File: src/rtl/mpt_plb.sv
// Protection lookaside buffer: caches per-page {X,W,R} permissions in front of
// the MPT walker, answers hits locally and refills from the walker on a miss.
module mpt_plb #(
    parameter int unsigned NUM_ENTRIES = 4,
    parameter int unsigned SPA_WIDTH   = 34,
    parameter int unsigned PG_OFFSET   = 12
) (
    input  logic                 clk_i,
    input  logic                 rst_ni,
    input  logic                 flush_i,
    input  logic                 enable_i,
    input  logic                 req_valid_i,
    output logic                 req_ready_o,
    input  logic [SPA_WIDTH-1:0] req_spa_i,
    input  logic [1:0]           req_access_i,
    output logic                 resp_valid_o,
    output logic                 resp_allow_o,
    output logic                 resp_fault_o,
    output logic                 ptw_req_o,
    output logic [SPA_WIDTH-1:0] ptw_spa_o,
    output logic [1:0]           ptw_access_o,
    input  logic                 ptw_valid_i,
    input  logic                 ptw_fault_i,
    input  logic [2:0]           ptw_perm_i
);

    localparam int unsigned TAG_W = SPA_WIDTH - PG_OFFSET;
    localparam int unsigned IDX_W = (NUM_ENTRIES > 1) ? $clog2(NUM_ENTRIES) : 1;

    // One-hot so every control output is a flop bit.
    typedef enum logic [3:0] {
        IDLE   = 4'b0001,
        LOOKUP = 4'b0010,
        WALK   = 4'b0100,
        RESP   = 4'b1000
    } state_e;

    state_e state_q, state_d;

    logic [SPA_WIDTH-1:0]   spa_q, spa_d;
    logic [1:0]             acc_q, acc_d;
    logic                   allow_q, allow_d;
    logic                   fault_q, fault_d;
    logic [NUM_ENTRIES-1:0] valid_q, valid_d;
    logic [TAG_W-1:0]       tag_q  [NUM_ENTRIES];
    logic [2:0]             perm_q [NUM_ENTRIES];
    logic [IDX_W-1:0]       rr_q, rr_d;

    logic [TAG_W-1:0] req_tag;
    logic             hit;
    logic [2:0]       hit_perm;
    logic [IDX_W-1:0] victim;
    logic             refill;

    function automatic logic perm_bit(input logic [2:0] perm, input logic [1:0] acc);
        logic b;
        case (acc)
            2'd0:    b = perm[0];
            2'd1:    b = perm[1];
            2'd2:    b = perm[2];
            default: b = 1'b0;
        endcase
        return b;
    endfunction

    assign req_tag = spa_q[SPA_WIDTH-1:PG_OFFSET];

    // Fully-associative tag match; at most one entry can hit.
    always_comb begin
        hit      = 1'b0;
        hit_perm = 3'b000;
        for (int i = 0; i < int'(NUM_ENTRIES); i++) begin
            if (valid_q[i] && (tag_q[i] == req_tag)) begin
                hit      = 1'b1;
                hit_perm = hit_perm | perm_q[i];
            end
        end
    end

    // Lowest-index free entry, otherwise the round-robin pointer.
    always_comb begin
        victim = rr_q;
        for (int i = int'(NUM_ENTRIES) - 1; i >= 0; i--) begin
            if (!valid_q[i]) victim = IDX_W'(i);
        end
    end

    always_ff @(posedge clk_i or negedge rst_ni) begin
        if (!rst_ni) state_q <= IDLE;
        else         state_q <= state_d;
    end

    always_comb begin
        state_d = state_q;
        case (state_q)
            IDLE:    if (req_valid_i) state_d = LOOKUP;
            LOOKUP:  if (!enable_i || (acc_q == 2'd3) || hit) state_d = RESP;
                     else                                     state_d = WALK;
            WALK:    if (ptw_valid_i || ptw_fault_i) state_d = RESP;
            RESP:    state_d = IDLE;
            default: state_d = IDLE;
        endcase
        if (flush_i) state_d = IDLE;
    end

    always_comb begin
        req_ready_o  = state_q[0];
        ptw_req_o    = state_q[2];
        resp_valid_o = state_q[3];
        resp_allow_o = allow_q;
        resp_fault_o = fault_q;
        ptw_spa_o    = spa_q;
        ptw_access_o = acc_q;
    end

    // Request latch, verdict and refill control.
    always_comb begin
        spa_d   = spa_q;
        acc_d   = acc_q;
        allow_d = allow_q;
        fault_d = fault_q;
        valid_d = valid_q;
        rr_d    = rr_q;
        refill  = 1'b0;
        case (state_q)
            IDLE: begin
                if (req_valid_i) begin
                    spa_d = req_spa_i;
                    acc_d = req_access_i;
                end
            end
            LOOKUP: begin
                allow_d = 1'b0;
                fault_d = 1'b0;
                if (!enable_i)            allow_d = 1'b1;
                else if (acc_q == 2'd3)   fault_d = 1'b1;
                else if (hit)             allow_d = perm_bit(hit_perm, acc_q);
            end
            WALK: begin
                if (ptw_fault_i) begin
                    allow_d = 1'b0;
                    fault_d = 1'b1;
                end else if (ptw_valid_i) begin
                    allow_d         = perm_bit(ptw_perm_i, acc_q);
                    fault_d         = 1'b0;
                    refill          = 1'b1;
                    valid_d[victim] = 1'b1;
                    if (&valid_q) rr_d = rr_q + IDX_W'(1);
                end
            end
            default: ;
        endcase
        // Flush discards everything, including a refill landing this cycle.
        if (flush_i) begin
            valid_d = '0;
            refill  = 1'b0;
            rr_d    = rr_q;
        end
    end

    always_ff @(posedge clk_i or negedge rst_ni) begin
        if (!rst_ni) begin
            spa_q   <= '0;
            acc_q   <= '0;
            allow_q <= 1'b0;
            fault_q <= 1'b0;
            valid_q <= '0;
            rr_q    <= '0;
            for (int i = 0; i < int'(NUM_ENTRIES); i++) begin
                tag_q[i]  <= '0;
                perm_q[i] <= '0;
            end
        end else begin
            spa_q   <= spa_d;
            acc_q   <= acc_d;
            allow_q <= allow_d;
            fault_q <= fault_d;
            valid_q <= valid_d;
            rr_q    <= rr_d;
            if (refill) begin
                tag_q[victim]  <= req_tag;
                perm_q[victim] <= ptw_perm_i;
            end
        end
    end

endmodule

File: config.mk
export PLATFORM = sky130hd
export DESIGN_NAME = mpt_plb
export DESIGN_NICKNAME = d
export VERILOG_FILES = /design/src/rtl/mpt_plb.sv
export SDC_FILE = /design/constraint.sdc
export NUM_CORES = 1
export LEC_CHECK = 0
export ABC_CLOCK_PERIOD_IN_PS = 5560
export BUFFER_PORTS_ARGS = -buffer_cell sky130_fd_sc_hd__buf_2
export CAP_MARGIN = 15
export CORE_MARGIN = 4
export CORE_UTILIZATION = 35
export CTS_BUF_LIST = sky130_fd_sc_hd__clkbuf_16
export DETAILED_ROUTE_END_ITERATION = 10
export SLEW_MARGIN = 30
export SYNTH_ARGS = -nofsm -noshare
export SYNTH_HDL_FRONTEND = slang
export SYNTH_SLANG_ARGS = --single-unit
File: constraint.sdc
create_clock -name clk_i -period 5.56 [get_ports clk_i]
set_input_delay 0.556 -clock clk_i [delete_from_list [all_inputs] [get_ports clk_i]]
set_output_delay 0.556 -clock clk_i [all_outputs]
set_load 0.05 [all_outputs]
==> results.toml, run 1 <==
[status]
status = "finished, final reports clean"

[global_routing]
antenna_found_initial = 0
grtUsageTotal_pct = 14.2
grt_max_degree = 95
grt_overflow = 0
grt_pass1_vias = 4476
grt_pass1_wl_mm = 24.3

[clock_tree]
clk_latency_ps = 410
htreeDepth = 4
cts_setup_buffers = 0
clock_path_buffers = 2
hold_buffers = 0
cts_resized = 0
cts-root-buf = "clkbuf_16"
clk_pin_slew_worst_paths_ps = 60
cts_tree = "built"
numCtsBuffers = 17
cts.sink_count = 148

[layout]
mostFrequentLayoutCells = "dfrtp_1 (147), mux2_2 (136), xnor2_1 (88)"
drive_above_1_share_pct = 43.0
nets = 645
synthToLayoutAreaGrowth_pct = 17.9
instances_no_fill = 877
num_antenna_cells = 0
final_common_cell = "dfrtp_1"

[route]
drc = 0
ant_nets = 0
num_vias = 4260
drtIter0Drc = 172
firstDrtPassIters = 4
wl_per_cell_um = 17.0
drt_wl_total_mm = 14.9
avgViaCountPerCell = 4.86

[setup_path]
critPathMaxFanout = 25
startpoint = "state_q[3]$_DFFE_PN0P_"
arrival_ps = 3020
worstSetupStartpointType = "flip-flop"
r2r_end = "tag_q[2]$_DFFE_PN0P_"
cp-endpoint = "tag_q[2]$_DFFE_PN0P_"
worstSetupEndpointType = "flip-flop"
rr_worst_depth = 6
r2r_slack_ps = 2830
reg2reg_from = "state_q[3]$_DFFE_PN0P_"
crit_type = "flip-flop to flip-flop"
worst_ep_required_time_ps = 5850

[pwr]
intPower_mw = 2.06
pwr-share-comb_pct = 17.0
p_clk_share_pct = 40.1
netSwitchingPower_mw = 0.913
p_leak_nw = 3.68
powerDensity_nw_per_um2 = 366
netSwitchingFraction_pct = 30.7
vdd_drop_max_uv = 239
p_seq_share_pct = 42.9

[floorplan]
rows = 51
start_util_pct = 35.5
core_um2 = 19400
die_h_um = 148
fp.dieW_um = 148
io_pins = 87
die-area_um2 = 22000

[sta]
fin_crit_sh_pct = 49.1
worst_clock_skew_ps = 6.13
holdWs_ps = 222
drv_slew = 0
tightest_slew_ps = 907
maxSlewHeadroom_pct = 39.5
setup_viol = 0
layout_min_cycle_time_ps = 2730
finalSetupTns_ps = 0
rsz0062_at_grt = "false"
max_freq_mhz = 367
hold_violations = 0

[flow_run]
maxCapViolCount = 0

[place]
dp_hpwl_mm = 10.1
placed_cells = 845
portBuffers = 86
gp_congestion = 0.812

[synthesis]
synth.distinct_cells = 39
synthArstFlopShare_pct = 100
synth-edff-count = 0
ys_seq_area_share_pct = 53.7
yosys_warnings = 0
synthFlopType = "dfrtp_1"
yosys-top-cells-area = "dfrtp_1 (53%), mux2_2 (22%), xnor2_1 (11%)"
ys_ff_latch = 148
netlist_instances = 529
synth_top_area_share_pct = 53.4
avgSynthCellArea_um2 = 13.0
yosysTopAreaCell = "dfrtp_1"
synth_area_um2 = 6890
synth_fp_nets = 575

[worst_hold_path]
hold_path_class = "primary input to async pin"
==> synthesized netlist by cell type, types with 2 or more instances <==
master / n
nand4_1: 20
a31oi_1: 2
dfrtp_1: 147
mux2_2: 136
mux2i_1: 6
nor2b_1: 2
nand3_1: 11
nor3_1: 3
clkbuf_1: 29
buf_6: 5
buf_1: 2
xnor2_1: 88
nand2_1: 12
o21ai_0: 10
nor2_1: 15
inv_1: 7
nand2b_1: 2
a21oi_1: 4
nor4_1: 5
buf_2: 2
a21o_1: 2
or3_1: 2
==> worst max-delay path, stage by stage, from the launching register on <==
cell,delay [ps]
dfrtp_1,440
or3_4,420
nor4b_4,300
nand3_1,130
or2_4,280
nor2_4,610
mux2_2,420
==> per-layer routing <==
layer  vias up  track usage [%]  share of wire (%)
met5         -                0                  0
met4         0             3.33               0.56
met3        11             3.87                4.7
met2       103             22.7                 47
met1      2171             19.2                 47
li1       1975                -                  -
==> power by group through the flow <==
stage,sequential (mW),combinational [mW],clock (mW)
after floorplan,1.37,0.273,0
after global placement,1.30,0.506,0
after detailed placement,1.30,0.512,0
after CTS,1.28,0.514,1.23
after global routing,1.30,0.545,1.27
final,1.28,0.506,1.19
==> state kept, by name, indices dropped and copies added, names as in the netlist, 2 cells and up <==
| signal | count |
|---|---|
| perm_q | 12 |
| ptw_access_o | 2 |
| ptw_spa_o | 34 |
| rr_q | 2 |
| state_q | 4 |
| tag_q | 88 |
| valid_q | 4 |
==> worst min-delay path by stage <==
| stage | end | cells past startpoint |
|---|---|---|
| floorplan | perm_q[0]$_DFFE_PN0P_ | 0 |
| global placement | resp_fault_o$_DFFE_PN0P_ | 2 |
| detailed placement | ptw_spa_o[3]$_DFFE_PN0P_ | 1 |
| CTS | ptw_spa_o[8]$_DFFE_PN0P_ | 1 |
| global route | ptw_spa_o[9]$_DFFE_PN0P_ | 1 |
| finish | ptw_spa_o[29]$_DFFE_PN0P_ | 1 |
==> final cells by class <==
class                      count  area (µm²)
clock buffer                  17         425
clock inverter                15         189
fill                        1857       11300
inverter                       7        26.3
multi-input combinational    336        2990
sequential                   148        3700
tap                          265         332
timing repair buffer          89         462
==> kinds of logic after synthesis <==
| kind of cell | share of synthesized area [%] |
|---|---|
| and+or+nand+nor | 6.53 |
| buffers and inverters | 3.03 |
| AOI/OAI and AO/OA | 2.29 |
| xor gates and xnor gates | 11.3 |
| muxes | 23.1 |
| DFF | 53.7 |
==> stage by stage <==
step | cell area (µm²) | utilization (%) | setup slack (ps) | power [mW]
6_report | 8130 | 41.9 | 2830 | 2.98
5_1_grt | 8130 | 41.9 | 2700 | 3.12
4_1_cts | 8120 | 41.8 | 2820 | 3.02
3_5_place_dp | 7500 | 38.7 | 2620 | 1.81
3_3_place_gp | 7500 | 38.7 | 2680 | 1.80
2_1_floorplan | 6890 | - | 3030 | 1.65
(Power assumes the default switching activity.)
==> run 2, diff against run 1 <==
--- a/config.mk
+++ b/config.mk
@@ -5,7 +5,7 @@
 export SDC_FILE = /design/constraint.sdc
 export NUM_CORES = 1
 export LEC_CHECK = 0
-export ABC_CLOCK_PERIOD_IN_PS = 5560
+export ABC_CLOCK_PERIOD_IN_PS = 2700
 export BUFFER_PORTS_ARGS = -buffer_cell sky130_fd_sc_hd__buf_2
 export CAP_MARGIN = 15
 export CORE_MARGIN = 4
==> constraint.sdc (replaced) <==
create_clock -name clk_i -period 2.7 [get_ports clk_i]
set_input_delay 0.27 -clock clk_i [delete_from_list [all_inputs] [get_ports clk_i]]
set_output_delay 0.27 -clock clk_i [all_outputs]
set_load 0.05 [all_outputs]
==> run 2 against run 1 <==
Via count rose by 1.5%. Setup slack got worse by 2600 ps. Register-to-register slack got worse by 2600 ps. Utilization rose by 0.64 points. Die area did not move. Maximum frequency rose by 13%. Sequential power rose by 100%. Wire length rose by 1.7%. Clock-buffer cell count did not move. First-iteration DRC count rose by 9.3%. Clock power rose by 92%. Cell count rose by 1.6%.
==> results.toml, run 2 (synthesized netlist as in run 1, its figures left out) <==
[layout]
regMostFlops = "tag_q"
synthToLayoutAreaGrowth_pct = 19.7
final_common_cell = "dfrtp_1"
largest_register_ffs = 88
multi_input_area_um2 = 2980
final_core_util_pct = 42.5
drive_above_1_share_pct = 43.3
regArea_um2 = 3700
num_antenna_cells = 0
mostFrequentLayoutCells = "dfrtp_1 (147), mux2_2 (136), xnor2_1 (88)"
nets = 660
n_fill_cell = 1850

[sta]
rsz0062_at_grt = "false"
maxSlewHeadroom_pct = 54.2
layout_min_cycle_time_ps = 2420
tightest_slew_ps = 669
drv_slew = 0
finalSetupTns_ps = 0
fin_crit_sh_pct = 89.8
max_freq_mhz = 413
final.setup.worst_slack_ps = 276
hold_violations = 0
setup_viol = 0
worst_clock_skew_ps = 7.89

[route]
avgViaCountPerCell = 4.85
num_vias = 4322
wl_per_cell_um = 17.0
drc = 0
ant_nets = 0
drtIter0Drc = 188
firstDrtPassIters = 4
drt_wl_total_mm = 15.1

[floorplan]
rows = 51
die-area_um2 = 22000
die_h_um = 148
start_util_pct = 35.5
fp.dieW_um = 148
core_um2 = 19400
io_pins = 87

[clock_tree]
clock_path_buffers = 2
clk_pin_slew_worst_paths_ps = 60
htreeDepth = 4
cts.sink_count = 148
cts-root-buf = "clkbuf_16"
cts_resized = 0
cts_tree = "built"
numCtsBuffers = 17
clk_latency_ps = 420

[setup_path]
r2r_slack_ps = 280
arrival_ps = 2720
cp-endpoint = "tag_q[35]$_DFFE_PN0P_"
r2r_end = "tag_q[35]$_DFFE_PN0P_"
worstSetupStartpointType = "flip-flop"
critPathMaxFanout = 25
worst_ep_required_time_ps = 3000
slowest_delay_ps = 420
startpoint = "state_q[3]$_DFFE_PN0P_"
rr_worst_depth = 7
cp_slowest_cell = "dfrtp_1"
worstSetupEndpointType = "flip-flop"
crit_type = "flip-flop to flip-flop"
reg2reg_from = "state_q[3]$_DFFE_PN0P_"
path_cells = "or3_4 > nor4b_4 > nand3_1 > or2_4 > nor2b_2 > buf_12 > mux2_2"

[status]
status = "finished, final reports clean"

[place]
gp_congestion = 0.817
post-place-ws_ps = 284
portBuffers = 86
dp_hpwl_mm = 10.7

[global_routing]
grt_max_degree = 66
grt_pass1_wl_mm = 25.0
grt_pass1_vias = 4668
grt_overflow = 0
grtUsageTotal_pct = 14.7
antenna_found_initial = 0

[flow_run]
maxCapViolCount = 0

[worst_hold_path]
hold_path_class = "primary input to flip-flop"

[pwr]
p_leak_nw = 3.76
powerDensity_nw_per_um2 = 728
vdd_drop_max_uv = 532
-- run 2: where the power goes --
group          internal, mW  switching [mW]  total (mW)  leakage (nW)
clock                  1.42           0.868        2.29         0.281
sequential             2.33           0.271        2.60          1.98
combinational         0.414           0.702        1.12          1.50
total                  4.17            1.84        6.01          3.76
-- run 2: layout make-up --
cell class | instances | share of cell area, %
sequential | 148 | 44.9
clock buffer | 17 | 5.16
tap | 265 | 4.02
timing repair buffer | 104 | 7.72
multi-input combinational | 336 | 36.1
clock inverter | 14 | 1.77
inverter | 7 | 0.318
-- run 2: per-stage QoR --
stage                     cell area, µm²  instances  power [mW]  hold WS (ps)
final                               8250        891        6.01          82.8
after floorplan                     6890        529        3.39         -25.6
after global routing                8250        891        6.31          53.7
after global placement              7670        859        3.76           298
after CTS                           8250        891        6.11          60.3
after detailed placement            7670        859        3.78           305
-- run 2: worst min path at each step --
stage | start | to | slack [ps] | cells past startpoint
after detailed placement | rst_ni | ptw_spa_o[9]$_DFFE_PN0P_ | 310 | 1
after floorplan | rst_ni | perm_q[0]$_DFFE_PN0P_ | -30 | 0
after global routing | req_spa_i[8] | ptw_spa_o[8]$_DFFE_PN0P_ | 50 | 2
final | req_access_i[0] | ptw_access_o[0]$_DFFE_PN0P_ | 80 | 2
after global placement | rst_ni | ptw_spa_o[9]$_DFFE_PN0P_ | 300 | 1
after CTS | req_spa_i[31] | ptw_spa_o[31]$_DFFE_PN0P_ | 60 | 2
-- run 2: critical path, delay by kind of cell, from the launching register on --
kind,cells,cell delay [ps]
flops,1,420
mux,1,360
simple gates,5,1320
buf+inv,1,200
-- run 2: what timing repair did --
item / CTS / global route
hold endpoints to repair: 62 / 0
setup buffers: 0 / 0
hold buffers: 1 / 0
-- run 2: metal layers --
metal	GRT usage [%]	routed length, µm	vias up
met2	23.7	7220	107
met5	0	0	-
met3	4.14	627	12
met4	4.30	183	0
met1	19.3	7100	2201
li1	-	-	2002
